`src/rtl/oled_spi_master.sv`:
```
// SPI master for SSD1306-class OLED panels: sequences the panel hardware reset,
// then serialises a valid/ready byte stream with DC selection, CS framing and bursts.
module oled_spi_master #(
    parameter int CLK_DIV    = 4,
    parameter int CPOL       = 0,
    parameter int CPHA       = 0,
    parameter int RST_CYCLES = 1000,
    parameter int RST_WAIT   = 1000,
    parameter int CS_IDLE    = 2
) (
    input  logic       clk,
    input  logic       rst_n,
    input  logic       tx_valid,
    output logic       tx_ready,
    input  logic [7:0] tx_data,
    input  logic       tx_dc,
    input  logic       tx_last,
    input  logic       panel_reset_req,
    output logic       init_done,
    output logic       busy,
    output logic       oled_rst,
    output logic       oled_cs,
    output logic       oled_dc,
    output logic       oled_sclk,
    output logic       oled_mosi
);
    localparam int RST_MAX = (RST_CYCLES > RST_WAIT) ? RST_CYCLES : RST_WAIT;
    localparam int RST_W   = (RST_MAX > 1) ? $clog2(RST_MAX) : 1;
    localparam int DIV_W   = (CLK_DIV > 1) ? $clog2(CLK_DIV) : 1;
    localparam int GAP_W   = (CS_IDLE > 1) ? $clog2(CS_IDLE) : 1;

    localparam logic [RST_W-1:0] RST_LAST  = RST_W'(RST_CYCLES - 1);
    localparam logic [RST_W-1:0] WAIT_LAST = RST_W'(RST_WAIT - 1);
    localparam logic [DIV_W-1:0] DIV_LAST  = DIV_W'(CLK_DIV - 1);
    localparam logic [GAP_W-1:0] GAP_LAST  = GAP_W'(CS_IDLE - 1);

    // With CPHA=1 the first half of each bit sits at the active level, so the
    // leading edge coincides with the data change.
    localparam logic IDLE_LVL  = (CPOL != 0);
    localparam logic FIRST_LVL = IDLE_LVL ^ (CPHA != 0);

    typedef enum logic [2:0] {
        S_RST_LOW,
        S_RST_WAIT,
        S_IDLE,
        S_SHIFT,
        S_GAP
    } state_t;

    state_t           state_q, state_d;
    logic [RST_W-1:0] rst_cnt_q, rst_cnt_d;
    logic [DIV_W-1:0] div_cnt_q, div_cnt_d;
    logic [GAP_W-1:0] gap_cnt_q, gap_cnt_d;
    logic [2:0]       bit_cnt_q, bit_cnt_d;
    logic             half_q, half_d;
    logic [7:0]       shreg_q, shreg_d;
    logic             last_q, last_d;
    logic             rst_q, rst_d;
    logic             cs_q, cs_d;
    logic             dc_q, dc_d;
    logic             sclk_q, sclk_d;

    always_ff @(posedge clk or negedge rst_n) begin
        if (!rst_n) begin
            state_q   <= S_RST_LOW;
            rst_cnt_q <= '0;
            div_cnt_q <= '0;
            gap_cnt_q <= '0;
            bit_cnt_q <= '0;
            half_q    <= 1'b0;
            shreg_q   <= '0;
            last_q    <= 1'b0;
            rst_q     <= 1'b0;
            cs_q      <= 1'b1;
            dc_q      <= 1'b0;
            sclk_q    <= IDLE_LVL;
        end else begin
            state_q   <= state_d;
            rst_cnt_q <= rst_cnt_d;
            div_cnt_q <= div_cnt_d;
            gap_cnt_q <= gap_cnt_d;
            bit_cnt_q <= bit_cnt_d;
            half_q    <= half_d;
            shreg_q   <= shreg_d;
            last_q    <= last_d;
            rst_q     <= rst_d;
            cs_q      <= cs_d;
            dc_q      <= dc_d;
            sclk_q    <= sclk_d;
        end
    end

    always_comb begin
        state_d   = state_q;
        rst_cnt_d = rst_cnt_q;
        div_cnt_d = div_cnt_q;
        gap_cnt_d = gap_cnt_q;
        bit_cnt_d = bit_cnt_q;
        half_d    = half_q;
        shreg_d   = shreg_q;
        last_d    = last_q;
        rst_d     = rst_q;
        cs_d      = cs_q;
        dc_d      = dc_q;
        sclk_d    = sclk_q;

        case (state_q)
            S_RST_LOW: begin
                rst_cnt_d = rst_cnt_q + 1'b1;
                if (rst_cnt_q == RST_LAST) begin
                    rst_cnt_d = '0;
                    rst_d     = 1'b1;
                    if (RST_WAIT == 0) begin
                        state_d = S_IDLE;
                    end else begin
                        state_d = S_RST_WAIT;
                    end
                end
            end
            S_RST_WAIT: begin
                rst_cnt_d = rst_cnt_q + 1'b1;
                if (rst_cnt_q == WAIT_LAST) begin
                    rst_cnt_d = '0;
                    state_d   = S_IDLE;
                end
            end
            S_IDLE: begin
                if (panel_reset_req) begin
                    state_d   = S_RST_LOW;
                    rst_cnt_d = '0;
                    rst_d     = 1'b0;
                    cs_d      = 1'b1;
                end else if (tx_valid) begin
                    state_d   = S_SHIFT;
                    shreg_d   = tx_data;
                    dc_d      = tx_dc;
                    last_d    = tx_last;
                    cs_d      = 1'b0;
                    sclk_d    = FIRST_LVL;
                    div_cnt_d = '0;
                    bit_cnt_d = '0;
                    half_d    = 1'b0;
                end
            end
            S_SHIFT: begin
                div_cnt_d = div_cnt_q + 1'b1;
                if (div_cnt_q == DIV_LAST) begin
                    div_cnt_d = '0;
                    if (!half_q) begin
                        half_d = 1'b1;
                        sclk_d = ~FIRST_LVL;
                    end else if (bit_cnt_q == 3'd7) begin
                        // Final bit: shreg is left unshifted so mosi keeps bit 0.
                        half_d = 1'b0;
                        sclk_d = IDLE_LVL;
                        if (last_q) begin
                            cs_d      = 1'b1;
                            gap_cnt_d = '0;
                            state_d   = S_GAP;
                        end else begin
                            state_d = S_IDLE;
                        end
                    end else begin
                        half_d    = 1'b0;
                        sclk_d    = FIRST_LVL;
                        bit_cnt_d = bit_cnt_q + 3'd1;
                        shreg_d   = {shreg_q[6:0], 1'b0};
                    end
                end
            end
            S_GAP: begin
                gap_cnt_d = gap_cnt_q + 1'b1;
                if (gap_cnt_q == GAP_LAST) begin
                    gap_cnt_d = '0;
                    state_d   = S_IDLE;
                end
            end
            default: begin
                state_d = S_RST_LOW;
            end
        endcase
    end

    assign tx_ready  = (state_q == S_IDLE) && !panel_reset_req;
    assign init_done = (state_q == S_IDLE) || (state_q == S_SHIFT) || (state_q == S_GAP);
    assign busy      = (state_q != S_IDLE);
    assign oled_rst  = rst_q;
    assign oled_cs   = cs_q;
    assign oled_dc   = dc_q;
    assign oled_sclk = sclk_q;
    assign oled_mosi = shreg_q[7];

endmodule

```
`config.mk`:
```
export PLATFORM = sky130hd
export DESIGN_NAME = oled_spi_master
export DESIGN_NICKNAME = d
export VERILOG_FILES = /design/src/rtl/oled_spi_master.sv
export SDC_FILE = /design/constraint.sdc
export NUM_CORES = 1
export LEC_CHECK = 0
export BUFFER_PORTS_ARGS = -buffer_cell sky130_fd_sc_hd__buf_2
export CORE_MARGIN = 3
export CORE_UTILIZATION = 61
export DETAILED_ROUTE_END_ITERATION = 8
export GPL_ROUTABILITY_DRIVEN = 0
export PLACE_DENSITY = 0.85
export SETUP_SLACK_MARGIN = 0.4
export SLEW_MARGIN = 25
export SYNTH_ARGS = -nofsm -noshare
export SYNTH_HDL_FRONTEND = slang
export SYNTH_SLANG_ARGS = --single-unit
```
`constraint.sdc`:
```
create_clock -name clk -period 4.92 [get_ports clk]
set_input_delay 0.492 -clock clk [delete_from_list [all_inputs] [get_ports clk]]
set_output_delay 0.492 -clock clk [all_outputs]
set_load 0.03 [all_outputs]
```
==> results of run 1 <==
==> placed cells by master (no fill, tap or decap), types with 2 or more instances in the layout <==
cell type  netlist  layout
ha_1             4       4
buf_2            1      21
o21ai_0         18      17
nor3_1           3       3
nor2_1           8       8
dfrtp_1         31      31
nand2b_1         3       3
clkbuf_4         0       5
or4_1            2       2
xnor2_1          3       3
a21oi_1         11      11
inv_1            3       3
a31oi_1          3       3
or2_2            2       2
mux2i_1          8       8
nand3_1          5       5
o31ai_1          2       2
nand2_1         25      25
a22o_1           2       2
a21o_1           2       2
mux2_2           3       3
a211oi_1         3       3
==> synthesized netlist by cell type, drive strengths merged <==
library cell  instances  area [um^2]
dfrtp                31          776
nand2                25         93.8
o21ai                18         90.1
a21oi                11         55.1
mux2i                 8         80.1
nor2                  8         30.0
clkbuf                5         18.8
nand3                 5         25.0
ha                    4         50.1
mux2                  4         48.8
a211oi                3         22.5
a31oi                 3         18.8
inv                   3         11.3
nand2b                3         18.8
nor3                  3         15.0
xnor2                 3         26.3
a21o                  2         15.0
a22o                  2         17.5
a22oi                 2         20.0
buf                   2         16.3
nor4b                 2         23.8
o31ai                 2         15.0
or2                   2         12.5
or3b                  2         17.5
or4                   2         15.0
a221oi                1         8.76
a31o                  1         8.76
and3b                 1         8.76
and4                  1         8.76
and4b                 1         10.0
and4bb                1         12.5
dfstp                 1         26.3
nand3b                1         7.51
nand4                 1         6.26
nor2b                 1         6.26
nor3b                 1         7.51
o211ai                1         7.51
o41ai                 1         8.76
or3                   1         6.26
==> area by class of cell <==
type	count	area (um^2)	area share
Timing Repair Buffer	21	105	0.0576
Multi-Input combinational cell	127	822	0.451
Inverter	3	11.3	0.00617
Tap cell	30	37.5	0.0206
Clock buffer	6	41.3	0.0226
Clock inverter	1	5.00	0.00274
Sequential cell	32	802	0.440
==> worst max-delay path: cells and delay by family (launching register included) <==
family / cells / cell delay (ns)
and+or+nand+nor: 1 / 0.63
buffers and inverters: 1 / 0.32
DFF: 1 / 0.62
==> per-layer routing <==
layer	vias to the layer above	track usage
met1	646	0.263
met4	0	0.0960
met2	33	0.362
li1	665	-
met5	-	0
met3	7	0.0780
==> power groups by stage <==
stage	clock, W	combinational (W)	sequential (W)
floorplan	0	0.00000194	0.000268
global route	0.000153	0.0000149	0.000263
global placement	0	0.0000129	0.000268
detailed placement	0	0.0000133	0.000268
CTS	0.000145	0.0000134	0.000263
finish	0.000140	0.0000130	0.000263
==> state kept, by name, indices dropped and copies added, names as in the netlist <==
signal	flops
rst_cnt_q	10
oled_cs	1
gap_cnt_q	1
shreg_q	8
state_q	3
oled_sclk	1
bit_cnt_q	3
oled_rst	1
last_q	1
oled_dc	1
div_cnt_q	2
==> metrics by stage <==
stage	util	hold slack [ns]
final	0.717	0.183
after detailed placement	0.699	0.471
after global routing	0.717	0.218
after global placement	0.697	0.458
after floorplan	-	0.196
after CTS	0.717	0.197
==> kinds of logic after synthesis <==
family | Yosys count | share of synthesized area
simple gates | 61 | 0.195
fa+ha+maj | 4 | 0.0300
compound gates | 47 | 0.173
flops | 32 | 0.481
mux | 12 | 0.0773
xor+xnor | 3 | 0.0158
buf+inv | 10 | 0.0278
==> final timing paths <==
path / cells past startpoint / end / slack (ns)
max: 2 / tx_ready / 2.53
min: 1 / rst_cnt_q[6] / 0.18
max reg2reg: 4 / state_q[0] / 2.68
min reg2reg: 2 / shreg_q[5] / 0.49
max in group asynchronous: 1 / state_q[2] / 4.28
min in group clk: 2 / oled_cs / 0.33
==> flow_summary.yaml, run 1 <==
critical_path:
  path_cells: "nor4b_2 > buf_2"
  cp_max_fo: 17
  slowest_delay_ns: 0.63
  critPathLaunch: "state_q[1]"
  arrival_ns: 1.90
  path_class: "flop to primary output"
  worst_setup_path_end_kind: "primary output"
  crit_required_ns: 4.43
  start_kind: "flop"
  r2r_start: "state_q[2]"
  slowest_stage: "nor4b_2"
route:
  routed_via_density: 6.14
  drc: 0
  maxUsedRoutingLayer: "met4"
  wirelength_met1_mm: 1.36
  met3_length_um: 162
  routed_wl_mm: 3.28
  ant_nets: 0
  drtIter0Drc: 66
  vias: 1351
  wl_met2_mm: 1.70
  dr.pass1.iters: 4
  wl_per_cell_um: 14.9
logic_synthesis:
  synth_cell_type_count: 44
  synth_area_per_cell_um2: 9.86
  syn-instance-count: 169
  ys_ff_latch: 32
  ys_seq_area_frac: 0.481
  syn-cell-area_mm2: 0.00167
  ys_warn_count: 0
  synth_fp_nets: 187
layout:
  synthToLayoutAreaGrowth_pct: 9.46
  final_area_mm2: 0.00182
  nets: 208
  nFillCells: 203
  antennaDiodeCount: 0
  drive_gt1_frac: 0.211
  instances_no_fill: 220
floorplanning:
  initial_core_util: 0.655
  core_region_area_mm2: 0.00254
  rows: 18
  die_h_um: 58.3
  pin_count: 22
  die_width_um: 58.3
  design.die.area_mm2: 0.00340
global_routing:
  grt_pass1_wl_mm: 5.66
  grt_max_degree: 33
  grt-ovfl-total: 0
  grt_pass1_vias: 1280
  track_usage: 0.222
  antenna_found_initial: 0
cts:
  cts_resized: 0
  cts_buffers: 5
  htree_num_levels: 2
  clock_path_buffers: 2
  clock-sinks: 32
  clk_pin_slew_ns: 0.10
  cts-root-buf: "clkbuf_4"
  post_cts_buffers: 0
  clock_latency_ns: 0.34
  hold_buffers: 0
  cts_tree: "built"
sta:
  skew_ns: 0.0134
  finalHoldViolCount: 0
  fin_tns_setup_ns: 0
  worstMarginPinSlew_ns: 0.764
  slew_violations: 0
  fmax_ghz: 0.418
  post-route-period-util: 0.486
  max_slew_margin: 0.489
  finalWorstSetupSlack_ns: 2.53
  rsz0062_at_grt: "no"
  layout_min_cycle_time_ns: 2.39
  finalSetupViolations: 0
place:
  placed_cells: 213
  placed_area_mm2: 0.00178
  portBuffers: 21
  post-place-ws_ns: 2.71
  place_hpwl_mm: 2.35
pwr:
  switching_power_w: 0.0000960
  vdd_drop_max_v: 0.000220
  seq_power_share: 0.631
  pwr-share-comb: 0.031
  fin_total_pwr_w: 0.000416
  p_clk_frac: 0.337
  p_leak_nw: 0.797
  p_per_area_mw_per_mm2: 228
  intPower_w: 0.000320
  switching_share: 0.231
run:
  max_cap_violations: 0
hold_path:
  hp-class: "primary input to async pin"
status:
  status: "complete, no violations"
(Power assumes the default switching activity.)
==> run 2, diff against run 1 <==
Settings changed: ABC_AREA set to 1, CORE_UTILIZATION 61 to 52, PLACE_DENSITY 0.85 to 0.76.
Clock period 4.92 ns to 1.9 ns, I/O delays scaled along.
==> flow_summary.yaml, run 2 <==
layout:
  regArea_um2: 806
  nFillCells: 289
  drive_gt1_frac: 0.265
  largest-register: "rst_cnt_q"
  reg_top3: "rst_cnt_q (10), shreg_q (8)"
  antennaDiodeCount: 0
  layout_commonest_cell: "nand2_1"
  multiInputGateArea_mm2: 0.00101
  synthToLayoutAreaGrowth_pct: 26.0
  largest_register_ffs: 10
  final_cell_mix: "nand2_1 (105), dfrtp_1 (28), nand3_1 (25)"
  nets: 323
critical_path:
  start_kind: "flop"
  path_cells: "buf_4 > nor2_4 > nand2_4 > buf_6"
  cp_num_buf_inv: 2
  slowest_stage: "dfrtp_2"
  arrival_ns: 1.35
  crit_required_ns: 1.71
  worst_setup_path_end_kind: "primary output"
  cp_max_fo: 7
  path_class: "flop to primary output"
  worst_path_dominant_cell_family: "flip-flops"
  slowest_delay_ns: 0.44
sta:
  fin_tns_setup_ns: 0
  post-route-period-util: 0.811
  finalSetupViolations: 0
  finalHoldViolCount: 0
  layout_min_cycle_time_ns: 1.54
  worstMarginPinSlew_ns: 0.714
  max_slew_margin: 0.524
  slew_violations: 0
  skew_ns: 0.00447
  finalWorstSetupSlack_ns: 0.360
  rsz0062_at_grt: "yes"
  fmax_ghz: 0.649
cts:
  clock_latency_ns: 0.35
  cts_buffers: 5
  cts_tree: "built"
  clock-sinks: 32
  cts-root-buf: "clkbuf_4"
  htree_num_levels: 2
  clock_path_buffers: 2
  clk_pin_slew_ns: 0.10
logic_synthesis:
  syn-instance-count: 265
  async_reset_ff_frac: 1.00
  yosysTopAreaCell: "dfrtp_1"
  netlist_top_cells_count: "nand2_1 (113), dfrtp_1 (31), nand3_1 (27), inv_1 (23), nor2_1 (22)"
  yosysMostFrequentCell: "nand2_1"
  ys.flop_type: "dfrtp_1"
  synth_area_per_cell_um2: 6.98
  syn-cell-area_mm2: 0.00185
  ys_warn_count: 0
  ys_seq_area_frac: 0.433
  synth_cell_type_count: 21
  synth_top_area_frac: 0.419
  synth_edf_count: 0
  ys_top_cells_by_area: "dfrtp_1 (42%), nand2_1 (23%), nand3_1 (7.3%)"
  ys_ff_latch: 32
  synth_fp_nets: 283
route:
  drc: 0
  ant_nets: 0
  dr.pass1.iters: 5
  vias: 1821
  drtIter0Drc: 194
  routed_wl_mm: 4.57
  routed_via_density: 5.17
  wl_per_cell_um: 13.0
pwr:
  vdd_drop_max_v: 0.000947
  p_leak_nw: 1.26
  p_per_area_mw_per_mm2: 1530
hold_path:
  hp-class: "primary input to flop"
floorplanning:
  die_h_um: 65.7
  design.die.area_mm2: 0.00431
  die_width_um: 65.7
  core_region_area_mm2: 0.00339
  pin_count: 22
  rows: 21
  initial_core_util: 0.546
run:
  max_cap_violations: 0
global_routing:
  grt_pass1_wl_mm: 6.62
  grt_max_degree: 33
  grt-ovfl-total: 0
  track_usage: 0.204
  grt_pass1_vias: 1456
  antenna_found_initial: 0
place:
  portBuffers: 21
  place_hpwl_mm: 2.75
  post-place-ws_ns: 0.186
status:
  status: "complete, no violations"
run 2: changes by cell type in the layout (fill, tap and decap cells not counted), sizes merged, moves of 4 or more:
cell | previous run | this run
nand2 | 25 | 117
inv | 3 | 26
nand3 | 5 | 27
nor2 | 8 | 27
buf | 21 | 38
mux2i | 8 | 0
o21ai | 18 | 10
a21oi | 11 | 5
mux2 | 4 | 0
nand3b | 1 | 5
run 2: cell type report:
type | count | area share
flip-flops and latches | 32 | 0.345
clock inverters | 2 | 0.0150
inverters | 27 | 0.0467
repair buffers | 39 | 0.115
well taps | 46 | 0.0247
multi-input cells | 200 | 0.435
clock buffers | 6 | 0.0177
run 2: tightest hold or removal path, stage by stage:
cell	delay, ns
buf_2	0.08
nand2_1	0.04
nand2_1	0.05
run 2: path summary, 6_finish.rpt:
kind,slack [ns],end,cells past startpoint,start
max,0.36,busy,4,state_q[2]
min,0.06,oled_dc,3,tx_dc
max reg2reg,0.38,bit_cnt_q[2],8,state_q[1]
min reg2reg,0.48,gap_cnt_q,2,gap_cnt_q
max in group asynchronous,0.98,state_q[2],2,rst_n
min in group asynchronous,0.42,state_q[1],2,rst_n
run 2: where the power goes:
part / internal [W] / switching (W)
sequential: 0.000972 / 0.000247
clock: 0.000276 / 0.000242
combinational: 0.000690 / 0.00115
run 2: what timing repair did:
action	in CTS	in global routing
resized for setup	20	25
hold endpoints to repair	31	0
buffers inserted	4	11
pin swaps	2	9
gates cloned	0	1
setup endpoints to repair	23	28
hold buffers	1	0
run 2: cell families after synthesis:
logic type / synth area share
AND/OR/NAND/NOR: 0.415
buffers and inverters: 0.0798
flip-flops: 0.433
AO/OA/AOI/OAI: 0.0446
adder cells (fa/ha/maj): 0.0270
run 2: metrics by stage:
stage                     total power (W)  std cells  utilization  instance area [um^2]  hold WS, ns
after floorplan                   0.00231        265            -                  1850       -0.106
after CTS                         0.00328        340        0.636                  2160       0.0505
after detailed placement          0.00262        327        0.585                  1980        0.283
after global routing              0.00386        352        0.688                  2330       0.0648
after global placement            0.00258        327        0.585                  1980        0.282
final                             0.00357        352        0.688                  2330       0.0558
run 2: per-layer routing:
| layer | up-vias | wire, um | GRT usage |
|---|---|---|---|
| met1 | 839 | 1910 | 0.264 |
| met5 | - | 0 | 0 |
| li1 | 910 | - | - |
| met4 | 0 | 87 | 0.0907 |
| met2 | 62 | 2280 | 0.318 |
| met3 | 10 | 291 | 0.0530 |
